[config.mk]
export PLATFORM = sky130hd
export DESIGN_NAME = sha256_stream_padder
export DESIGN_NICKNAME = d
export VERILOG_FILES = /design/src/rtl/sha256_stream_padder.sv
export SDC_FILE = /design/constraint.sdc
export NUM_CORES = 2
export LEC_CHECK = 0
export BUFFER_PORTS_ARGS = -buffer_cell sky130_fd_sc_hd__buf_4
export CAP_MARGIN = 15
export CORE_ASPECT_RATIO = 1.5
export CORE_MARGIN = 3
export CORE_UTILIZATION = 43
export DETAILED_ROUTE_END_ITERATION = 6
export HOLD_SLACK_MARGIN = 0.06
export PLACE_DENSITY = 0.63
export REMOVE_ABC_BUFFERS = 1
export SLEW_MARGIN = 5
export SYNTH_ARGS = -nofsm -noshare
export SYNTH_HDL_FRONTEND = slang
export SYNTH_HIERARCHICAL = 1
export SYNTH_SLANG_ARGS = --single-unit
[constraint.sdc]
create_clock -name clk -period 7.8 [get_ports clk]
set_clock_uncertainty 0.15 [all_clocks]
set_input_delay 0.78 -clock clk [delete_from_list [all_inputs] [get_ports clk]]
set_output_delay 0.78 -clock clk [all_outputs]
set_load 0.02 [all_outputs]
[src/rtl/sha256_stream_padder.sv]
// ---------------------------------------------------------------------------
// sha256_stream_padder
//
// Message front-end for the SHA-256 / HMAC-SHA256 compression cores. Packs a
// byte stream (DATA_BYTES per beat, first byte in the MSBs) into 512-bit
// blocks. It then appends the 0x80 marker, the zero fill and the 64-bit
// big-endian bit length. Blocks leave through a valid/ready handshake.
//
// Ports
//   clk, rst      clock, synchronous active-high reset
//   start         begin a new message (clears all state, drops in-flight block)
//   ready         update/finalize is accepted this cycle when high
//   update        append data_in (bytes_valid bytes, MSB-aligned)
//   data_in       8*DATA_BYTES bits, byte 0 in the MSBs
//   bytes_valid   1..DATA_BYTES valid bytes
//   finalize      end of message (may coincide with the last update)
//   block_valid   block_data holds a block for the sink
//   block_ready   sink accepts the block
//   block_data    512-bit block, byte 0 in bits 511:504
//   block_last    marks the final block of the message
//   err           sticky protocol error, cleared by start or rst
// ---------------------------------------------------------------------------
module sha256_stream_padder #(
    parameter int DATA_BYTES = 4,
    parameter int LEN_BITS   = 64
) (
    input  logic                          clk,
    input  logic                          rst,
    input  logic                          start,
    output logic                          ready,
    input  logic                          update,
    input  logic [8*DATA_BYTES-1:0]       data_in,
    input  logic [$clog2(DATA_BYTES):0]   bytes_valid,
    input  logic                          finalize,
    output logic                          block_valid,
    input  logic                          block_ready,
    output logic [511:0]                  block_data,
    output logic                          block_last,
    output logic                          err
);

    localparam int BV_W  = $clog2(DATA_BYTES) + 1;
    localparam int WORDS = 64 / DATA_BYTES;

    typedef enum logic [2:0] {
        ST_IDLE    = 3'd0,
        ST_ACCEPT  = 3'd1,
        ST_EMIT    = 3'd2,
        ST_FINAL_A = 3'd3,
        ST_FINAL_B = 3'd4
    } state_t;

    state_t                 state_q,    state_d;
    logic [6:0]             ptr_q,      ptr_d;
    logic [LEN_BITS-1:0]    len_q,      len_d;
    logic                   partial_q,  partial_d;
    logic                   fin_pend_q, fin_pend_d;
    logic                   err_q,      err_d;
    logic                   ready_q,    ready_d;
    logic                   valid_q,    valid_d;
    logic                   last_q,     last_d;
    logic [511:0]           buf_q,      buf_d;

    logic [511:0]           buf_n_s;
    logic [6:0]             ptr_n_s;
    logic [LEN_BITS-1:0]    len_n_s;
    logic                   bv_legal_s;
    logic                   upd_ok_s;
    logic                   bad_cmd_s;

    // Every accepted update starts on a DATA_BYTES boundary: only a finalize
    // may follow a short word. So the target word is selected by comparing
    // ptr against each aligned offset, which keeps all part-selects constant.
    function automatic logic [511:0] write_word(
        input logic [511:0]            blk,
        input logic [6:0]              p,
        input logic [8*DATA_BYTES-1:0] d,
        input logic [BV_W-1:0]         n
    );
        logic [511:0] r;
        r = blk;
        for (int w = 0; w < WORDS; w++) begin
            for (int i = 0; i < DATA_BYTES; i++) begin
                r[511-8*(w*DATA_BYTES+i) -: 8] =
                    ((p == 7'(w*DATA_BYTES)) && (BV_W'(i) < n))
                        ? d[8*DATA_BYTES-1-8*i -: 8]
                        : r[511-8*(w*DATA_BYTES+i) -: 8];
            end
        end
        return r;
    endfunction

    // Marker at byte p, zeros after it. If the length still fits
    // (p <= 55), it overwrites bytes 56..63.
    function automatic logic [511:0] pad_block(
        input logic [511:0] blk,
        input logic [6:0]   p,
        input logic [63:0]  l
    );
        logic [511:0] r;
        r = blk;
        for (int k = 0; k < 64; k++) begin
            r[511-8*k -: 8] = (7'(k) == p) ? 8'h80 :
                              ((7'(k) > p) ? 8'h00 : r[511-8*k -: 8]);
        end
        r[63:0] = (p <= 7'd55) ? l : r[63:0];
        return r;
    endfunction

    // Next-state, datapath and output computation.
    always_comb begin
        state_d    = state_q;
        ptr_d      = ptr_q;
        len_d      = len_q;
        partial_d  = partial_q;
        fin_pend_d = fin_pend_q;
        err_d      = err_q;
        ready_d    = ready_q;
        valid_d    = valid_q;
        last_d     = last_q;
        buf_d      = buf_q;

        buf_n_s    = buf_q;
        ptr_n_s    = ptr_q;
        len_n_s    = len_q;
        bv_legal_s = (bytes_valid != {BV_W{1'b0}}) &&
                     (bytes_valid <= BV_W'(DATA_BYTES));
        upd_ok_s   = update && ready_q && !partial_q && bv_legal_s;
        // Commands with ready low, and malformed updates, are dropped and flagged.
        bad_cmd_s  = ((update || finalize) && !ready_q) ||
                     (update && ready_q && !upd_ok_s);

        if (start) begin
            state_d    = ST_ACCEPT;
            ptr_d      = 7'd0;
            len_d      = {LEN_BITS{1'b0}};
            partial_d  = 1'b0;
            fin_pend_d = 1'b0;
            err_d      = 1'b0;
            ready_d    = 1'b1;
            valid_d    = 1'b0;
            last_d     = 1'b0;
            buf_d      = 512'h0;
        end else begin
            if (bad_cmd_s) begin
                err_d = 1'b1;
            end else begin
                err_d = err_q;
            end

            case (state_q)
                ST_IDLE: begin
                    ready_d = 1'b0;
                end

                ST_ACCEPT: begin
                    if (upd_ok_s) begin
                        buf_n_s = write_word(buf_q, ptr_q, data_in, bytes_valid);
                        ptr_n_s = ptr_q + 7'(bytes_valid);
                        len_n_s = len_q + LEN_BITS'({bytes_valid, 3'b000});
                    end else begin
                        buf_n_s = buf_q;
                        ptr_n_s = ptr_q;
                        len_n_s = len_q;
                    end

                    if (upd_ok_s && (bytes_valid < BV_W'(DATA_BYTES))) begin
                        partial_d = 1'b1;
                    end else begin
                        partial_d = partial_q;
                    end

                    buf_d = buf_n_s;
                    ptr_d = ptr_n_s;
                    len_d = len_n_s;

                    if (ptr_n_s == 7'd64) begin
                        // Full block: emit it and remember a coincident finalize.
                        state_d    = ST_EMIT;
                        ready_d    = 1'b0;
                        valid_d    = 1'b1;
                        last_d     = 1'b0;
                        fin_pend_d = finalize;
                    end else if (ready_q && finalize) begin
                        // Build the pad block directly so it appears one cycle later.
                        state_d = ST_FINAL_A;
                        ready_d = 1'b0;
                        valid_d = 1'b1;
                        last_d  = (ptr_n_s <= 7'd55);
                        buf_d   = pad_block(buf_n_s, ptr_n_s, 64'(len_n_s));
                    end else begin
                        state_d = ST_ACCEPT;
                    end
                end

                ST_EMIT: begin
                    if (valid_q && block_ready) begin
                        valid_d = 1'b0;
                        last_d  = 1'b0;
                        ptr_d   = 7'd0;
                        if (fin_pend_q) begin
                            state_d    = ST_FINAL_A;
                            fin_pend_d = 1'b0;
                            ready_d    = 1'b0;
                        end else begin
                            state_d = ST_ACCEPT;
                            ready_d = 1'b1;
                        end
                    end else begin
                        state_d = ST_EMIT;
                    end
                end

                ST_FINAL_A: begin
                    if (!valid_q) begin
                        // Entered from EMIT with an empty buffer: build the pad block now.
                        valid_d = 1'b1;
                        last_d  = (ptr_q <= 7'd55);
                        buf_d   = pad_block(buf_q, ptr_q, 64'(len_q));
                    end else if (block_ready) begin
                        valid_d = 1'b0;
                        last_d  = 1'b0;
                        if (last_q) begin
                            state_d = ST_IDLE;
                        end else begin
                            state_d = ST_FINAL_B;
                        end
                    end else begin
                        state_d = ST_FINAL_A;
                    end
                end

                ST_FINAL_B: begin
                    if (!valid_q) begin
                        valid_d = 1'b1;
                        last_d  = 1'b1;
                        buf_d   = {448'h0, 64'(len_q)};
                    end else if (block_ready) begin
                        valid_d = 1'b0;
                        last_d  = 1'b0;
                        state_d = ST_IDLE;
                    end else begin
                        state_d = ST_FINAL_B;
                    end
                end

                default: begin
                    state_d = ST_IDLE;
                    ready_d = 1'b0;
                    valid_d = 1'b0;
                    last_d  = 1'b0;
                end
            endcase
        end
    end

    // State and output registers with synchronous reset.
    always_ff @(posedge clk) begin
        if (rst) begin
            state_q    <= ST_IDLE;
            ptr_q      <= 7'd0;
            len_q      <= {LEN_BITS{1'b0}};
            partial_q  <= 1'b0;
            fin_pend_q <= 1'b0;
            err_q      <= 1'b0;
            ready_q    <= 1'b0;
            valid_q    <= 1'b0;
            last_q     <= 1'b0;
            buf_q      <= 512'h0;
        end else begin
            state_q    <= state_d;
            ptr_q      <= ptr_d;
            len_q      <= len_d;
            partial_q  <= partial_d;
            fin_pend_q <= fin_pend_d;
            err_q      <= err_d;
            ready_q    <= ready_d;
            valid_q    <= valid_d;
            last_q     <= last_d;
            buf_q      <= buf_d;
        end
    end

    assign ready       = ready_q;
    assign block_valid = valid_q;
    assign block_last  = last_q;
    assign block_data  = buf_q;
    assign err         = err_q;

    sha256_stream_padder_chk u_chk (
        .clk         (clk),
        .rst         (rst),
        .start       (start),
        .ready       (ready_q),
        .block_valid (valid_q),
        .block_ready (block_ready),
        .block_last  (last_q),
        .block_data  (buf_q)
    );

endmodule

// ---------------------------------------------------------------------------
// sha256_stream_padder_chk
//
// Protocol properties of the padder output interface: ready and block_valid
// are exclusive, and block_last only accompanies a valid block. A stalled
// block keeps its data and last flag until it transfers.
// ---------------------------------------------------------------------------
module sha256_stream_padder_chk (
    input logic         clk,
    input logic         rst,
    input logic         start,
    input logic         ready,
    input logic         block_valid,
    input logic         block_ready,
    input logic         block_last,
    input logic [511:0] block_data
);

    a_ready_excl: assert property (@(posedge clk) disable iff (rst)
        !(ready && block_valid));

    a_last_valid: assert property (@(posedge clk) disable iff (rst)
        block_last |-> block_valid);

    a_hold: assert property (@(posedge clk) disable iff (rst)
        (block_valid && !block_ready && !start) |=>
        (block_valid && $stable(block_data) && $stable(block_last)));

endmodule

==> results.toml <==
[yosys]
synth.distinct_cells = 99
synth_top_cell_by_area = "dfxtp_1"
ys_ff_latch = 589
yosysSeqAreaShare_pct = 39.62
async_reset_ff_share_pct = 0
synth-edff-count = 0
synthesis.area_um2 = 29760
syn_area_per_cell_um2 = 8.049
ys.flop_type = "dfxtp_1"
ys_top_cells_by_area = "dfxtp_1, nand2_1, o21ai_0"
synth_cells = 3698
yosys_warnings = 6
synth_top_area_share_pct = 39.62

[critical_path]
startpoint = "ptr_q[3]"
startpoint_type = "register"
critPathCaptureType = "register"
reg2reg_slack_ns = 2.84
required_ns = 8.14
crit_arrival_ns = 5.30
crit_fanout = 16
regToRegStartpoint = "ptr_q[3]"
reg2reg_to = "block_data[173]"
path_class = "register to register"
reg2regPathDepth = 7

[detailed_routing]
drt_iter0_drc = 5007
ant_nets = 0
wirelength_um = 156900
routed_via_density = 6.741
dr.pass1.iters = 7
avgRoutedWirePerCell_um = 31.05
vias = 34064
drc_errors = 2

[clock_tree]
cts_setup_buffers = 0
h-tree-depth = 2
cts_tree = "built"
cts-resized-gates = 0
cts_root_buf = "clkbuf_16"
clockBufferDepth = 3
ctsHoldBuffers = 0
clk_pin_slew_ns = 0.08
clock_sinks = 589
clk-insertion-delay-late_ns = 0.65
cts_buffers = 57

[final_layout]
area_growth_pct = 23.39
final_common_cell = "buf_4"
num-nets-final = 4160
drive_gt1_share_pct = 20.73
final_cell_mix = "buf_4, dfxtp_1, nand2_1, nor2_1, o21ai_0"

[place]
post-place-ws_ns = 2.504
dp_hpwl_um = 113000
port_buffers = 556
gp_congestion = 1.086

[floorplanning]
core_um2 = 68220
die_width_um = 220.8
die_y_um = 328.2
io_pins = 557
start_util_pct = 43.63
fp.dieArea_um2 = 72480
rows = 117

[grt]
grt_overflow = 0
grt_antenna_before_repair = 7
grt_pass1_wl_um = 222900
grt_max_degree = 241
grt_pass1_vias = 31601
grt.total_usage_pct = 40.73

[timing]
layout_setup_ws_ns = 2.844
finalHoldViolCount = 0
finalCriticalPeriod_ns = 4.956
fmax_ghz = 0.2018
drv_slew = 0
worstMarginPinSlew_ns = 1.373
setup_violations = 0
post-route-period-util_pct = 63.54
relSlewSlack_pct = 7.513
tns_ns = 0
rsz0062_at_grt = "false"

[power]
peakVddDrop_mv = 0.1726
power_density_nw_per_um2 = 185.3
leakage_nw = 13.58

[hold_path]
holdPathEnd = "ready"
whs_path_depth = 2
worstHoldPathType = "primary input to register"
hold_start = "rst"

[job]
cap_violations = 0

[status]
status = "finished with violations"
violations = "design-rule violations"
-- routing by layer --
| metal | share of wire, % | up-vias | GRT usage [%] |
|---|---|---|---|
| met2 | 45 | 2525 | 65.78 |
| met1 | 35 | 16137 | 46.49 |
| met3 | 10 | 758 | 10.43 |
| met4 | 9.4 | 6 | 30.38 |
| met5 | 0.027 | - | 0 |
| li1 | - | 14638 | - |
-- state kept, by name (all words and copies together), names as in the netlist --
register and cells:
len_q 61, state_q 3, block_valid 1, ready 1, fin_pend_q 1, ptr_q 7
err 1, block_last 1, partial_q 1, block_data 512
-- kinds of logic (layout without fill, tap and decap cells) --
family / Yosys count / count (layout) / share of synthesized area (%)
multiplexers: 86 / 86 / 3.035
buffers and inverters: 373 / 833 / 4.948
AO/OA/AOI/OAI: 1187 / 1187 / 27.35
adder cells (fa/ha/maj): 8 / 8 / 0.3867
other: 0 / 3 / 0
XOR/XNOR: 82 / 82 / 2.413
flip-flops: 589 / 589 / 39.62
AND/OR/NAND/NOR: 1373 / 1373 / 22.25
-- power by group --
group | internal (mW) | leakage (nW) | switching (mW)
combinational | 0.172 | 7.86 | 0.573
clock | 1.70 | 0.970 | 1.31
sequential | 3.03 | 4.75 | 0.0258
total | 4.90 | 13.6 | 1.90
-- cell usage after synthesis (15+ instances only) --
cell type,count
or3_1,29
mux2i_1,52
a22oi_1,16
o32ai_1,27
nand4_1,91
a211oi_1,25
a22o_1,127
mux2_2,34
a221oi_1,15
o21ai_0,246
or4_1,15
a21oi_1,229
and2_1,49
nand2_1,456
o2bb2ai_1,31
o22ai_1,95
buf_2,40
a311oi_1,16
a32o_1,17
buf_1,37
nand3_1,175
inv_1,75
o221ai_1,20
and3_1,46
dfxtp_1,589
nor3_1,101
nor2_1,278
o211ai_1,69
xor2_1,41
o21ai_1,19
xnor2_1,41
a31oi_1,68
clkbuf_1,215
nor4_1,46
-- cell type report --
cell class | instances | area [um2]
repair buffers | 651 | 4910
flip-flops and latches | 589 | 11790
well taps | 892 | 1116
fillers | 6661 | 31490
inverters | 76 | 285.3
clock buffers | 78 | 1627
diodes | 3 | 7.507
multi-input cells | 2736 | 16630
clock inverters | 28 | 361.6
-- how the worst max path moves through the flow --
stage / endpoint / slack (ns)
floorplan: block_data[472] / -6.65
global placement: block_data[500] / 2.55
detailed placement: block_data[497] / 2.50
CTS: block_data[501] / 2.97
global route: block_data[173] / 2.77
finish: block_data[173] / 2.84
-- critical path: stages (launching register included) --
cell      delay [ns]
dfxtp_1         0.78
or4b_2          0.76
nor2_1          0.70
nand3_1         0.68
nor2_1          0.77
nor2_1          0.07
a21boi_0        0.66
o21ai_0         0.21
-- metrics by stage --
step / std cells / hold slack (ns) / utilization (%) / power, mW / area [um2]
floorplan: 3401 / 0.3052 / - / 3.476 / 28580
global placement: 4940 / 0.2931 / 50.86 / 3.823 / 34700
detailed placement: 4940 / 0.3009 / 50.86 / 3.822 / 34700
CTS: 5046 / 0.1851 / 53.78 / 6.765 / 36690
global route: 5050 / 0.2103 / 53.82 / 6.930 / 36720
finish: 5053 / 0.2058 / 53.84 / 6.806 / 36730
Power figures use the tool's default switching activity.
